## src/rtl/ifu_pcgen.sv

```systemverilog
`default_nettype none
// ============================================================================
//  Module   : ifu_pcgen
//  Purpose  : Fetch-side next-PC generator with a static branch predictor.
//             Owns the fetch PC, keeps at most one fetch outstanding, and
//             combines each fetch response with its predecode flags to form
//             the predicted next PC. The instruction, its PC and the
//             prediction are then pushed into the IFU->decode buffer.
//             An EXU misprediction redirect overrides everything. A response
//             that was already in flight when the redirect arrived is
//             drained and discarded.
//  Ports    : clk, rst_n            clock, synchronous active-low reset
//             ifu_req_*             fetch request (registered valid/pc)
//             ifu_rsp_*             fetch response (ready is combinational)
//             pd_*                  predecode of ifu_rsp_inst
//             rf_rd_idx/rf_rd_data  JALR base register read
//             dep_busy              pending write on rf_rd_idx
//             exu_redirect*         misprediction flush and corrected PC
//             ib_*                  registered instruction-buffer entry
//  Config   : ZCRV_BTFN_EN - when defined, conditional branches use
//             backward-taken / forward-not-taken prediction. Otherwise every
//             conditional branch is predicted not taken.
//  Revision : 1.0  initial release
// ============================================================================
module ifu_pcgen #(
    parameter logic [31:0] RESET_PC = 32'h8000_0000
) (
    input  logic        clk,
    input  logic        rst_n,
    output logic        ifu_req_valid,
    input  logic        ifu_req_ready,
    output logic [31:0] ifu_req_pc,
    input  logic        ifu_rsp_valid,
    output logic        ifu_rsp_ready,
    input  logic [31:0] ifu_rsp_inst,
    input  logic        pd_op_jal,
    input  logic        pd_op_bxx,
    input  logic        pd_op_jalr,
    input  logic [31:0] pd_jump_imm,
    input  logic [4:0]  pd_rs1,
    output logic [4:0]  rf_rd_idx,
    input  logic [31:0] rf_rd_data,
    input  logic        dep_busy,
    input  logic        exu_redirect,
    input  logic [31:0] exu_redirect_pc,
    output logic        ib_valid,
    input  logic        ib_ready,
    output logic [31:0] ib_inst,
    output logic [31:0] ib_pc,
    output logic [31:0] ib_pred_pc,
    output logic        ib_pred_taken
);

    localparam logic [31:0] c_pc_step = 32'd4;

    typedef enum logic [1:0] {
        S_REQ      = 2'd0,
        S_WAIT_RSP = 2'd1,
        S_DROP     = 2'd2
    } state_t;

    state_t      r_state;
    logic        r_req_valid;
    logic [31:0] r_pc;
    logic        r_ib_valid;
    logic [31:0] r_ib_inst;
    logic [31:0] r_ib_pc;
    logic [31:0] r_ib_pred_pc;
    logic        r_ib_pred_taken;

    logic        w_slot_free;
    logic        w_jalr_stall;
    logic        w_rsp_ready;
    logic        w_load;
    logic        w_bxx_taken;
    logic [31:0] w_pc_seq;
    logic [31:0] w_br_tgt;
    logic [31:0] w_rs1_val;
    logic [31:0] w_jalr_tgt;
    logic [31:0] w_next_pc;
    logic        w_pred_taken;

    // The buffer slot can take a new entry if it is empty or drains this cycle.
    assign w_slot_free  = ~r_ib_valid | ib_ready;
    // A JALR cannot be predicted while its base register still has a write
    // in flight. x0 never has one.
    assign w_jalr_stall = pd_op_jalr & (pd_rs1 != 5'd0) & dep_busy;

    always_comb begin
        w_rsp_ready = 1'b0;
        if (exu_redirect) begin
            // Redirect swallows whatever response is presented.
            w_rsp_ready = 1'b1;
        end else begin
            case (r_state)
                S_WAIT_RSP: w_rsp_ready = w_slot_free & ~w_jalr_stall;
                S_DROP:     w_rsp_ready = 1'b1;
                default:    w_rsp_ready = 1'b0;
            endcase
        end
    end

    assign w_load = (r_state == S_WAIT_RSP) & ifu_rsp_valid & w_rsp_ready & ~exu_redirect;

`ifdef ZCRV_BTFN_EN
    // Backward (negative offset) branches are typically loops: predict taken.
    assign w_bxx_taken = pd_jump_imm[31];
`else
    assign w_bxx_taken = 1'b0;
`endif

    assign w_pc_seq   = r_pc + c_pc_step;
    assign w_br_tgt   = r_pc + pd_jump_imm;
    assign w_rs1_val  = (pd_rs1 == 5'd0) ? 32'd0 : rf_rd_data;
    assign w_jalr_tgt = (w_rs1_val + pd_jump_imm) & ~32'd1;

    always_comb begin
        w_next_pc = w_pc_seq;
        if (pd_op_jal) begin
            w_next_pc = w_br_tgt;
        end else if (pd_op_jalr) begin
            w_next_pc = w_jalr_tgt;
        end else if (pd_op_bxx && w_bxx_taken) begin
            w_next_pc = w_br_tgt;
        end
    end

    // "Taken" means any departure from sequential flow. A jump to pc+4 counts
    // as not taken.
    assign w_pred_taken = (w_next_pc != w_pc_seq);

    always_ff @(posedge clk) begin
        if (!rst_n) begin
            r_state         <= S_REQ;
            r_req_valid     <= 1'b1;
            r_pc            <= RESET_PC;
            r_ib_valid      <= 1'b0;
            r_ib_inst       <= 32'd0;
            r_ib_pc         <= 32'd0;
            r_ib_pred_pc    <= 32'd0;
            r_ib_pred_taken <= 1'b0;
        end else if (exu_redirect) begin
            r_pc       <= exu_redirect_pc;
            r_ib_valid <= 1'b0;
            case (r_state)
                S_REQ: begin
                    // A request accepted in the redirect cycle is stale; its
                    // response must be drained before fetching again.
                    if (ifu_req_ready) begin
                        r_state     <= S_DROP;
                        r_req_valid <= 1'b0;
                    end else begin
                        r_state     <= S_REQ;
                        r_req_valid <= 1'b1;
                    end
                end
                S_WAIT_RSP, S_DROP: begin
                    // The outstanding response is consumed now if present.
                    if (ifu_rsp_valid) begin
                        r_state     <= S_REQ;
                        r_req_valid <= 1'b1;
                    end else begin
                        r_state     <= S_DROP;
                        r_req_valid <= 1'b0;
                    end
                end
                default: begin
                    r_state     <= S_REQ;
                    r_req_valid <= 1'b1;
                end
            endcase
        end else begin
            if (w_load) begin
                r_ib_valid      <= 1'b1;
                r_ib_inst       <= ifu_rsp_inst;
                r_ib_pc         <= r_pc;
                r_ib_pred_pc    <= w_next_pc;
                r_ib_pred_taken <= w_pred_taken;
            end else if (ib_ready) begin
                r_ib_valid <= 1'b0;
            end

            case (r_state)
                S_REQ: begin
                    if (ifu_req_ready) begin
                        r_state     <= S_WAIT_RSP;
                        r_req_valid <= 1'b0;
                    end
                end
                S_WAIT_RSP: begin
                    if (w_load) begin
                        r_pc        <= w_next_pc;
                        r_state     <= S_REQ;
                        r_req_valid <= 1'b1;
                    end
                end
                S_DROP: begin
                    if (ifu_rsp_valid) begin
                        r_state     <= S_REQ;
                        r_req_valid <= 1'b1;
                    end
                end
                default: begin
                    r_state     <= S_REQ;
                    r_req_valid <= 1'b1;
                end
            endcase
        end
    end

    assign ifu_req_valid = r_req_valid;
    assign ifu_req_pc    = r_pc;
    assign ifu_rsp_ready = w_rsp_ready;
    assign rf_rd_idx     = pd_rs1;
    assign ib_valid      = r_ib_valid;
    assign ib_inst       = r_ib_inst;
    assign ib_pc         = r_ib_pc;
    assign ib_pred_pc    = r_ib_pred_pc;
    assign ib_pred_taken = r_ib_pred_taken;

endmodule
`default_nettype wire

```

## config.mk

```make
export PLATFORM = sky130hd
export DESIGN_NAME = ifu_pcgen
export DESIGN_NICKNAME = d
export VERILOG_FILES = /design/src/rtl/ifu_pcgen.sv
export SDC_FILE = /design/constraint.sdc
export NUM_CORES = 1
export LEC_CHECK = 0
export BUFFER_PORTS_ARGS = -buffer_cell sky130_fd_sc_hd__buf_2
export CELL_PAD_IN_SITES_DETAIL_PLACEMENT = 1
export CELL_PAD_IN_SITES_GLOBAL_PLACEMENT = 2
export CORE_MARGIN = 3
export CORE_UTILIZATION = 28
export DETAILED_ROUTE_END_ITERATION = 6
export GPL_TIMING_DRIVEN = 0
export PLACE_DENSITY_LB_ADDON = 0.25
export SLEW_MARGIN = 20
export SYNTH_ARGS = -nofsm -noshare
export SYNTH_HDL_FRONTEND = slang
export SYNTH_SLANG_ARGS = --single-unit
```

## constraint.sdc

```tcl
create_clock -name clk -period 4.8 [get_ports clk]
set_input_delay 0.72 -clock clk [delete_from_list [all_inputs] [get_ports clk]]
set_output_delay 0.72 -clock clk [all_outputs]
set_load 0.05 [all_outputs]
```

==> flow_summary_export.csv <==
group,metric,value,unit
synthesis,synthesis.instances,1544,
synthesis,yosys_warns,0,
timing,report.final.slew_viol_count,0,
worst_hold_path,min_path_type,"flop to flop",
timing,tns,-92.88,ps
clocking,tritoncts,"built",
power,clock_power_share,35.3,%
synthesis,postSynthRegisterBits,133,
timing,finalHoldViolations,0,
worst_hold_path,holdPathEnd,"ib_inst[16]",
detailed_routing,routedLengthMet1,25.15,mm
detailed_routing,avgViaCountPerCell,5.396,
global_route,grt_pass1_wl,82.26,mm
setup_path,cpPeakStageDelay,520,ps
job,drv_cap,0,
setup_path,cp.required,5090,ps
floorplanning,die-area,43410,µm²
detailed_routing,drt-wirelength-per-cell,23.15,µm
setup_path,critical-path-slowest-cell,"or4_4",
synthesis,synth_enable_flop_cells,0,
setup_path,crit_fanout,7,
timing,timing.hold.ws,461.8,ps
timing,tmin_final,4893,ps
floorplanning,design.core.area,40100,µm²
placed_design,detailedPlacementHpwl,45.43,mm
global_route,grt_max_degree,17,
timing,max_freq,204.4,MHz
power,cellPowerDensity,272.1,nW/µm²
clocking,worst_skew_pair.late_latency,420,ps
floorplanning,chipHeight,208.4,µm
power,fraction_of_power_spent_switching_nets,35.73,%
synthesis,synth_cell_type_count,80,
power,pwr-share-seq,29.4,%
layout,leading_cell_type_in_the_layout_fill_and_taps_excluded,"nand2_1",
detailed_routing,top_layer,"met4",
synthesis,async_reset_ff_share,0,%
global_route,initial_antenna_violation_count,1,
clocking,ctsRootBufferMaster,"clkbuf_16",
timing,final.setup_skew,12.37,ps
synthesis,yosysSeqAreaShare,23.22,%
floorplanning,die_width,208.4,µm
layout,area_growth,28.52,%
power,power.switching,0.001432,W
floorplanning,num_rows,73,
setup_path,endpoint_kind,"flop",
detailed_routing,route.antenna.remaining_nets,0,
layout,layout_common_cells,"nand2_1, buf_2, dfxtp_1, a21boi_0, a21oi_1",
synthesis,synth_area,11460,µm²
power,p_leak,6.146,nW
worst_hold_path,hold_path_cell_cnt,2,
power,peakVddDrop,0.2441,mV
setup_path,path_common_cell,"buf_4",
synthesis,avg_cell_area_syn,7.425,µm²
synthesis,synth_fp_nets,1755,
timing,rsz0062_at_grt,"yes",
timing,transition_time_at_the_pin_with_the_least_slew_margin,893.7,ps
timing,postLayoutSetupSlackWorst,-92.88,ps
setup_path,timing.reg2reg.setup_slack,70,ps
layout,nNetsFinal,2067,
status,outcome,"finished, violations left",
global_route,overflow,0,
floorplanning,initial_core_util,28.59,%
synthesis,synth-main-ff-cell,"dfxtp_1",
setup_path,timing.setup.critical_path_class,"input port to flop",
placed_design,gp_congestion,0.8753,
clocking,cts-root-to-sink-buffers,2,
global_route,global_route.usage.total,24.57,%
power,p_int,0.002576,W
setup_path,crit_chain,"buf_6 -> or4_4 -> or2_4 -> clkbuf_16 -> and2_4 -> fa_2 -> a211oi_4 -> o31ai_4 -> buf_4 -> o2111ai_4 -> buf_4 -> a21oi_1 -> or3b_4 -> mux2i_1 -> nand4b_1 -> nor4_1 -> nand4_1 -> nor4_2 -> a31oi_1",
detailed_routing,vias,12930,
placed_design,placement.setup.worst_slack,-1706,ps
clocking,h_tree_lvls,4,
clocking,clkSinkCount,133,
setup_path,crit_path_start_kind,"input port",
power,power.combinational.fraction,35.3,%
setup_path,crit-reg2reg-launch,"ifu_req_pc[0]",
detailed_routing,remaining_drc_errors,0,
timing,layout_worst_path_cycle_share,101.9,%
timing,worst_slew_margin_rel,39.92,%
clocking,path_clk_slew,60,ps
setup_path,worstReg2RegEnd,"ib_pred_taken",
clocking,cts_buffers,17,
clocking,post_cts_hold_buffer_count,0,
placed_design,io_buffer_count,275,
layout,layout-drive-gt1-share,22.75,%
detailed_routing,first_iter_violations,759,
worst_hold_path,worst_hold_startpoint,"ib_inst[16]",
timing,final-setup-viol-count,1,
status,failed_checks,"setup timing",
global_route,vias_in_the_first_global_route,13270,
detailed_routing,route.met2.wl,26.45,mm
floorplanning,floorplan.io_pins,280,
setup_path,worst_r2r_path_depth,12,
setup_path,critPathArrivalTime,5190,ps
detailed_routing,routed-wl-met3,2.214,mm
detailed_routing,route.final.wire_length,55.48,mm
detailed_routing,drt-pass1-iter-count,5,
## registers in the layout (all words and copies together), names as in the netlist
register,count
ib_inst,32
ib_pc,32
ib_pred_pc,32
ib_pred_taken,1
ib_valid,1
ifu_req_pc,32
ifu_req_valid,1
r_state,2
## final cells by class
cell class / count / area, µm²
Clock inverter: 9 / 150.1
Fill cell: 4997 / 25360
Sequential cell: 133 / 2663
Tap cell: 525 / 656.9
Multi-Input combinational cell: 1284 / 8682
Antenna cell: 3 / 7.507
Clock buffer: 22 / 474.2
Inverter: 21 / 78.83
Buffer: 93 / 396.6
Timing Repair Buffer: 306 / 1625
## synthesized netlist by cell type (5+ instances only)
library cell	instances	share of area [%]
a211o_1	8	0.61
a211oi_1	32	2.1
a21boi_0	100	6.5
a21o_1	24	1.6
a21oi_1	101	4.4
a22oi_1	9	0.59
a31o_2	5	0.38
a31oi_1	12	0.65
and2_1	45	2.5
and3_1	14	0.76
and4_1	5	0.38
buf_4	5	0.33
clkbuf_1	95	3.1
dfxtp_1	133	23
ha_1	66	7.2
inv_1	21	0.69
mux2i_1	19	1.7
nand2_1	280	9.2
nand2b_1	11	0.60
nand3_1	26	1.1
nand4_1	30	1.6
nor2_1	90	2.9
nor2b_1	15	0.82
nor3_1	24	1.0
nor3b_1	5	0.33
nor4_1	7	0.38
o2111ai_1	10	0.76
o211a_1	12	1.0
o211ai_1	17	1.1
o21a_1	10	0.65
o21ai_0	76	3.3
o221ai_1	5	0.38
o22ai_1	5	0.27
o31ai_1	5	0.33
or2_2	6	0.33
or3_1	10	0.55
or4_1	6	0.39
xnor2_1	76	5.8
xor2_1	42	3.2
## power groups by stage
stage | clock (W) | combinational, W | sequential (W)
6_report | 0.00141 | 0.00142 | 0.00118
5_1_grt | 0.00148 | 0.00154 | 0.00118
4_1_cts | 0.00143 | 0.00138 | 0.00118
3_5_place_dp | 0 | 0.00129 | 0.00120
3_3_place_gp | 0 | 0.00128 | 0.00120
2_1_floorplan | 0 | 0.000813 | 0.00124
## logic make-up after synthesis
family | Yosys count | synth area share, %
simple gates | 591 | 24.29
compound gates | 479 | 28.47
flops | 133 | 23.22
buf+inv | 127 | 4.398
xor+xnor | 123 | 10.01
fa+ha+maj | 68 | 7.552
mux | 23 | 2.052
## critical path: cells and delay by family
kind / cells / cell delay [ps]
compound gates: 5 / 860
buf+inv: 4 / 600
fa+ha+maj: 1 / 420
simple gates: 8 / 2310
mux: 1 / 240
## worst max-delay path by stage
stage	startpoint	endpoint	slack, ps	depth (start not counted)
3_5_place_dp	pd_rs1[0]	ib_pred_taken	-1710	19
3_3_place_gp	pd_rs1[0]	ib_pred_taken	-1710	19
5_1_grt	pd_rs1[4]	ib_pred_taken	-200	18
2_1_floorplan	pd_rs1[0]	ib_pred_taken	2	18
6_report	pd_rs1[4]	ib_pred_taken	-90	19
4_1_cts	pd_rs1[4]	ib_pred_taken	-8	19
## what timing repair did
item                       4_1_cts  5_1_grt
setup endpoints to repair       29        7
setup buffers                   19       11
pin swaps                       33       21
resized for setup               71       18
gates cloned                     1        0
## layer usage
metal | track usage (%) | vias to the layer above
met5 | 0 | -
met4 | 7.649 | 0
met3 | 3.031 | 69
met2 | 41.95 | 321
met1 | 32.31 | 6357
li1 | - | 6183
## stage by stage
step	total power (W)	instance area, µm²	cells	utilization (%)
2_1_floorplan	0.002051	11500	1544	-
3_3_place_gp	0.002485	13530	2344	33.74
3_5_place_dp	0.002497	13530	2344	33.74
4_1_cts	0.003993	14600	2383	36.41
5_1_grt	0.004199	14730	2394	36.73
6_report	0.004009	14730	2396	36.75
Power figures use the tool's default switching activity.
